===== src/rtl/cordic_nco.sv =====
// cordic_nco: phase accumulator plus offset feeding a fully pipelined rotation-mode CORDIC.
// Emits AMP*cos/sin of the accumulated phase ITER+2 edges after the sample is issued.

module cordic_nco_stage #(
  parameter int              DW    = 18,
  parameter int              PW    = 32,
  parameter int              SHIFT = 0,
  parameter logic [PW-1:0]   ATAN  = '0
) (
  input  logic                 clk,
  input  logic                 rst,
  input  logic signed [DW-1:0] xi,
  input  logic signed [DW-1:0] yi,
  input  logic        [PW-1:0] zi,
  output logic signed [DW-1:0] xo,
  output logic signed [DW-1:0] yo,
  output logic        [PW-1:0] zo
);
  // Rounded shift keeps truncation bias from accumulating across stages
  localparam logic signed [DW-1:0] RND = (SHIFT == 0) ? '0 : DW'(64'd1 << ((SHIFT > 0) ? SHIFT - 1 : 0));

  logic signed [DW-1:0] xs, ys;
  assign xs = (xi + RND) >>> SHIFT;
  assign ys = (yi + RND) >>> SHIFT;

  always_ff @(posedge clk or posedge rst)
    if (rst) begin
      xo <= '0;
      yo <= '0;
      zo <= '0;
    end else if (zi[PW-1]) begin
      xo <= xi + ys;
      yo <= yi - xs;
      zo <= zi + ATAN;
    end else begin
      xo <= xi - ys;
      yo <= yi + xs;
      zo <= zi - ATAN;
    end
endmodule

module cordic_nco #(
  parameter int DWIDTH   = 16,
  parameter int PWIDTH   = 32,
  parameter int ITER     = 16,
  parameter int AMP      = 2**(DWIDTH-1) - 1,
  parameter int UPD_MODE = 0
) (
  input  logic                     clk,
  input  logic                     rst,
  input  logic                     en,
  input  logic                     sync,
  input  logic                     cfg_valid,
  output logic                     cfg_ready,
  input  logic        [PWIDTH-1:0] cfg_step,
  input  logic        [PWIDTH-1:0] cfg_offset,
  output logic                     out_valid,
  output logic signed [DWIDTH-1:0] cos,
  output logic signed [DWIDTH-1:0] sin,
  output logic        [PWIDTH-1:0] phase_out
);
  localparam int DW  = DWIDTH + 2;
  localparam int LAT = ITER + 2;

  function automatic longint atan_turn(input int i);
    real a;
    a = $atan(1.0 / (2.0 ** i)) / (2.0 * 3.14159265358979323846) * (2.0 ** PWIDTH);
    return longint'(a);
  endfunction

  // Datapath carries one fractional bit, so the start vector is 2*AMP/gain
  function automatic longint start_mag();
    real g;
    g = 1.0;
    for (int i = 0; i < ITER; i++) g = g * $sqrt(1.0 + 1.0 / (4.0 ** i));
    return longint'(2.0 * AMP / g);
  endfunction

  localparam logic signed [DW-1:0] X0   = DW'(start_mag());
  localparam logic signed [DW-1:0] AMPS = DW'(AMP);
  localparam logic signed [DW-1:0] ONE  = 1;

  logic [PWIDTH-1:0] acc, step, offset, sh_step, sh_offset;
  logic              pend;
  logic [PWIDTH:0]   sum;
  logic              wrap, take_cfg, apply;

  assign sum       = {1'b0, acc} + {1'b0, step};
  assign wrap      = en & sum[PWIDTH];
  assign cfg_ready = (UPD_MODE == 0) ? 1'b1 : ~pend;
  assign take_cfg  = cfg_valid & cfg_ready;
  assign apply     = (UPD_MODE != 0) && pend && (sync || wrap);

  always_ff @(posedge clk or posedge rst)
    if (rst) begin
      acc       <= '0;
      step      <= '0;
      offset    <= '0;
      sh_step   <= '0;
      sh_offset <= '0;
      pend      <= 1'b0;
    end else begin
      if (sync)    acc <= '0;
      else if (en) acc <= sum[PWIDTH-1:0];
      if (UPD_MODE == 0) begin
        if (take_cfg) begin
          step   <= cfg_step;
          offset <= cfg_offset;
        end
      end else begin
        if (take_cfg) begin
          sh_step   <= cfg_step;
          sh_offset <= cfg_offset;
          pend      <= 1'b1;
        end
        if (apply) begin
          step   <= sh_step;
          offset <= sh_offset;
          pend   <= 1'b0;
        end
      end
    end

  logic [LAT:0]        vld_pipe;
  logic [PWIDTH-1:0]   ph_pipe [LAT];
  logic signed [DW-1:0] x0;
  logic [PWIDTH-1:0]   z0;
  logic                flip;

  always_ff @(posedge clk or posedge rst)
    if (rst) begin
      vld_pipe <= '0;
      for (int i = 0; i < LAT; i++) ph_pipe[i] <= '0;
    end else begin
      vld_pipe   <= {vld_pipe[LAT-1:0], en};
      ph_pipe[0] <= acc + offset;
      for (int i = 1; i < LAT; i++) ph_pipe[i] <= ph_pipe[i-1];
    end

  // Quadrants 1/2: start from -x0 and rotate by phi-pi, keeping the residual within +-1/4 turn
  assign flip = ph_pipe[0][PWIDTH-1] ^ ph_pipe[0][PWIDTH-2];

  always_ff @(posedge clk or posedge rst)
    if (rst) begin
      x0 <= '0;
      z0 <= '0;
    end else begin
      x0 <= flip ? -X0 : X0;
      z0 <= {ph_pipe[0][PWIDTH-1] ^ flip, ph_pipe[0][PWIDTH-2:0]};
    end

  logic signed [DW-1:0] xr [ITER+1];
  logic signed [DW-1:0] yr [ITER+1];
  logic [PWIDTH-1:0]    zr [ITER+1];

  assign xr[0] = x0;
  assign yr[0] = '0;
  assign zr[0] = z0;

  for (genvar i = 0; i < ITER; i++) begin : g_stage
    cordic_nco_stage #(
      .DW(DW), .PW(PWIDTH), .SHIFT(i), .ATAN(PWIDTH'(atan_turn(i)))
    ) u_stage (
      .clk(clk), .rst(rst),
      .xi(xr[i]), .yi(yr[i]), .zi(zr[i]),
      .xo(xr[i+1]), .yo(yr[i+1]), .zo(zr[i+1])
    );
  end

  function automatic logic signed [DWIDTH-1:0] sat(input logic signed [DW-1:0] v);
    if (v > AMPS)       sat = DWIDTH'(AMPS);
    else if (v < -AMPS) sat = DWIDTH'(-AMPS);
    else                sat = DWIDTH'(v);
  endfunction

  logic signed [DW-1:0] xf, yf;
  assign xf = (xr[ITER] + ONE) >>> 1;
  assign yf = (yr[ITER] + ONE) >>> 1;

  always_ff @(posedge clk or posedge rst)
    if (rst) begin
      cos       <= '0;
      sin       <= '0;
      phase_out <= '0;
    end else if (vld_pipe[LAT-1]) begin
      cos       <= sat(xf);
      sin       <= sat(yf);
      phase_out <= ph_pipe[LAT-1];
    end

  assign out_valid = vld_pipe[LAT];
endmodule


===== config.mk =====
export PLATFORM = sky130hd
export DESIGN_NAME = cordic_nco
export DESIGN_NICKNAME = d
export VERILOG_FILES = /design/src/rtl/cordic_nco.sv
export SDC_FILE = /design/constraint.sdc
export NUM_CORES = 2
export LEC_CHECK = 0
export ABC_AREA = 1
export BUFFER_PORTS_ARGS = -buffer_cell sky130_fd_sc_hd__buf_2
export CAP_MARGIN = 20
export CORE_MARGIN = 2
export CORE_UTILIZATION = 25
export DETAILED_ROUTE_END_ITERATION = 16
export PLACE_DENSITY_LB_ADDON = 0.05
export SLEW_MARGIN = 40
export SYNTH_ARGS = -nofsm -noshare
export SYNTH_HDL_FRONTEND = slang
export SYNTH_SLANG_ARGS = --single-unit
export TNS_END_PERCENT = 30

===== constraint.sdc =====
create_clock -name clk -period 106.5 [get_ports clk]
set_clock_uncertainty 0.2 [all_clocks]
set_input_delay 0 -clock clk [delete_from_list [all_inputs] [get_ports clk]]
set_output_delay 0 -clock clk [all_outputs]
set_load 0.05 [all_outputs]

==> run metrics <==
TNS Setup=0 ps; Final period util=4.13%; initial antenna violation count=11; DR DRC count=0; distinct cell type count after synthesis=71; Nets=14.2k; mean cell area of the mapped netlist=8.52 um2; vias in the first global route=87.1k; Hold Path Class=register to register; Worst path most repeated cell=nand2_1; cts bufs inserted=221; standard-cell rows=239; R2R depth=21; die width=656 um; Data required, critical path=107,050 ps; worst reg-to-reg setup slack=102,110 ps; clk root buf=clkbuf_16; clock sink count=1,728; slew margin rel.=41.2%; synthesized cell area=106,000 um2; CTS tree=yes; max-slew violations=0; CP Class=register to register; dpl cell area=114,000 um2; area delta synth->final=16.9%; vias=84.5k; htree depth=4; Post-Layout Inst Area=124,000 um2; cell count after synthesis=12.5k; startpoint types=register; first-pass GRT wire length=505,000 um; Post-synth EDFFs=0; Max Cap Viol=0; DRT iter0 DRCs=4,582; Synth Flop Type=dfrtp_1; drt wl/cell=16.9 um; post-route minimum period=4390 ps; largest net degree at the start of global routing=99; Endpoint, Worst Hold=ph_pipe[183]; RR Startpoint=g_stage[1].u_stage.xo[1]; fmax=228 MHz; Synth Warn #=0; drt first pass iters=6; global-route usage over all layers=14.6%; Worst path slowest cell=dfrtp_1; data arrival time of the worst path=4950 ps; drt via density=4.48; CP Max Fanout=7; Min Hold Slack=105 ps; Synth area leader=dfrtp_1; clk_lat worst skew=940 ps; Synth Register Bits=1,728; run status=completed; Hold Path Origin=ph_pipe[215]; Hold Crit Depth=0; Async SR Flop Fraction=100%; Worst-path clk slew=60 ps; worst reg2reg path endpoint=g_stage[2].u_stage.yo[17]; Area contributors post-synth=dfrtp_1 41%, ha_1 13%, nand2_1 9.5%; Starting Density=25.1%; die area=431,000 um2; Clock Path Buffers=4; Die Ht=656 um; HPWL after DPL=258,000 um; Final Hold Viols=0; core area=424,000 um2; critical path endpoint category=register; gr ovfl total=0; Port Buffers=133; IO Count=135; setup violators final=0; register area share after synthesis=40.7%; RSZ-0062 raised after global routing=no; DRT Wirelength=319,000 um; ratio of cells with drive above 1 in the final layout=5.66%; CP peak stage delay=530 ps; Placer Congestion=0.824; crit path cell chain=ha_1 > nand2_1 > nor2_1 > xnor2_1 > nand3_1 > nor2_1 > nand2_1 > nor2_1 > nand2_1 > nand2_1 > nand2_1 > xnor2_1 > inv_1 > ha_1 > nand2_1 > nor3_1 > nand2_1 > o311ai_0 > inv_1 > nand3_1 > nand2_1; share of the synthesized area in the top cell type=40.7%; post-route ant nets=0; Worst Max-Slew Pin Slew=872 ps; post-CTS setup buffers=0
flip-flops by register name (all words and copies together) (netlist names):
register,flops
acc,32
cos,16
g_stage.u_stage.xo,272
g_stage.u_stage.yo,279
g_stage.u_stage.zo,448
offset,32
ph_pipe,515
phase_out,32
sin,16
step,32
vld_pipe,19
x0,3
z0,32
synthesized netlist by cell type, types with 68 or more instances:
cell type,instances
nand2_1,2691
dfrtp_1,1728
inv_1,1335
ha_1,1079
a21oi_1,1037
nor2_1,1010
xor2_1,795
o21ai_0,639
nand3_1,505
xnor2_1,371
nor3_1,150
nand4_1,145
a31oi_1,128
a21o_1,87
o31ai_1,68
timing repair:
item / in CTS / in global routing
gates resized for setup: 0 / 0
endpoints found under the hold margin: 678 / 15
hold buffers: 200 / 1
cell families after synthesis:
kind of cell | count (synthesis) | synth area share [%]
muxes | 63 | 0.667
adders and majority gates | 1123 | 13.5
and+or+nand+nor | 4652 | 18.1
DFF | 1728 | 40.7
AOI/OAI and AO/OA | 2327 | 12.4
buffers and inverters | 1413 | 5.01
other | 1 | 0.00353
xor gates and xnor gates | 1171 | 9.68
stage by stage:
| stage | util, % | instances | worst slack, ps |
|---|---|---|---|
| 3_3_place_gp | 27.0 | 18300 | 101790 |
| 6_report | 29.3 | 18900 | 102110 |
| 4_1_cts | 29.3 | 18900 | 102040 |
| 2_1_floorplan | - | 12500 | 57520 |
| 5_1_grt | 29.3 | 18900 | 101530 |
| 3_5_place_dp | 27.0 | 18300 | 102190 |
routing by layer:
metal / GRT usage [%] / vias up / share of wire [%] / wire, um
met5: 0 / - / 0 / 0
met3: 1.64 / 375 / 3.0 / 9450
met2: 24.7 / 1117 / 47 / 149000
met4: 3.79 / 0 / 2.7 / 8530
li1: - / 42700 / - / -
met1: 19.8 / 40300 / 48 / 152000
how the worst max path moves through the flow:
stage	endpoint	cells past startpoint	slack (ps)	from
6_report	g_stage[2].u_stage.yo[17]	21	102110	g_stage[1].u_stage.xo[1]
5_1_grt	g_stage[2].u_stage.yo[17]	21	101530	g_stage[1].u_stage.xo[1]
4_1_cts	g_stage[2].u_stage.yo[17]	21	102040	g_stage[1].u_stage.xo[1]
3_5_place_dp	g_stage[2].u_stage.yo[17]	21	102190	g_stage[1].u_stage.xo[1]
3_3_place_gp	g_stage[2].u_stage.yo[17]	21	101790	g_stage[1].u_stage.xo[1]
2_1_floorplan	acc[0]	1	57520	rst
placed cells by master, fill, tap and decap left out, drive strengths merged, types with 8 or more instances in the layout:
cell / n
ha: 1079
clkinvlp: 15
xor2: 797
mux2: 63
a21boi: 65
nor2: 1041
clkinv: 58
a221oi: 16
o221ai: 18
or2: 19
a21o: 87
xnor2: 374
nor4: 12
clkbuf: 293
nand3: 514
o21a: 53
nand4: 146
o31ai: 69
inv: 1356
nand2: 2712
o311ai: 31
o21bai: 59
fa: 44
nor3: 157
and2: 8
o211ai: 49
dfrtp: 1728
bufinv: 29
o21ai: 678
a21oi: 1044
o2111ai: 9
dlygate4sd3: 201
a31oi: 128
nand3b: 34
buf: 193
cell type report:
type	instances	area (um2)
fill	45000	299000
multi-input combinational	9338	57800
sequential	1728	43200
tap	5663	7090
clock buffer	293	6230
inverter	1347	5060
timing repair buffer	394	3370
clock inverter	111	1510
antenna	1	2.50
critical path, delay by kind of cell (launching register included):
kind / cells / cell delay (ps)
compound gates: 1 / 460
flops: 1 / 530
fa+ha+maj: 2 / 590
simple gates: 14 / 1860
buf+inv: 2 / 170
xor+xnor: 2 / 410
Power is left out: the tool's default activity adds up to more than one toggle a clock period on the data nets, which glitch-free logic cannot reach.
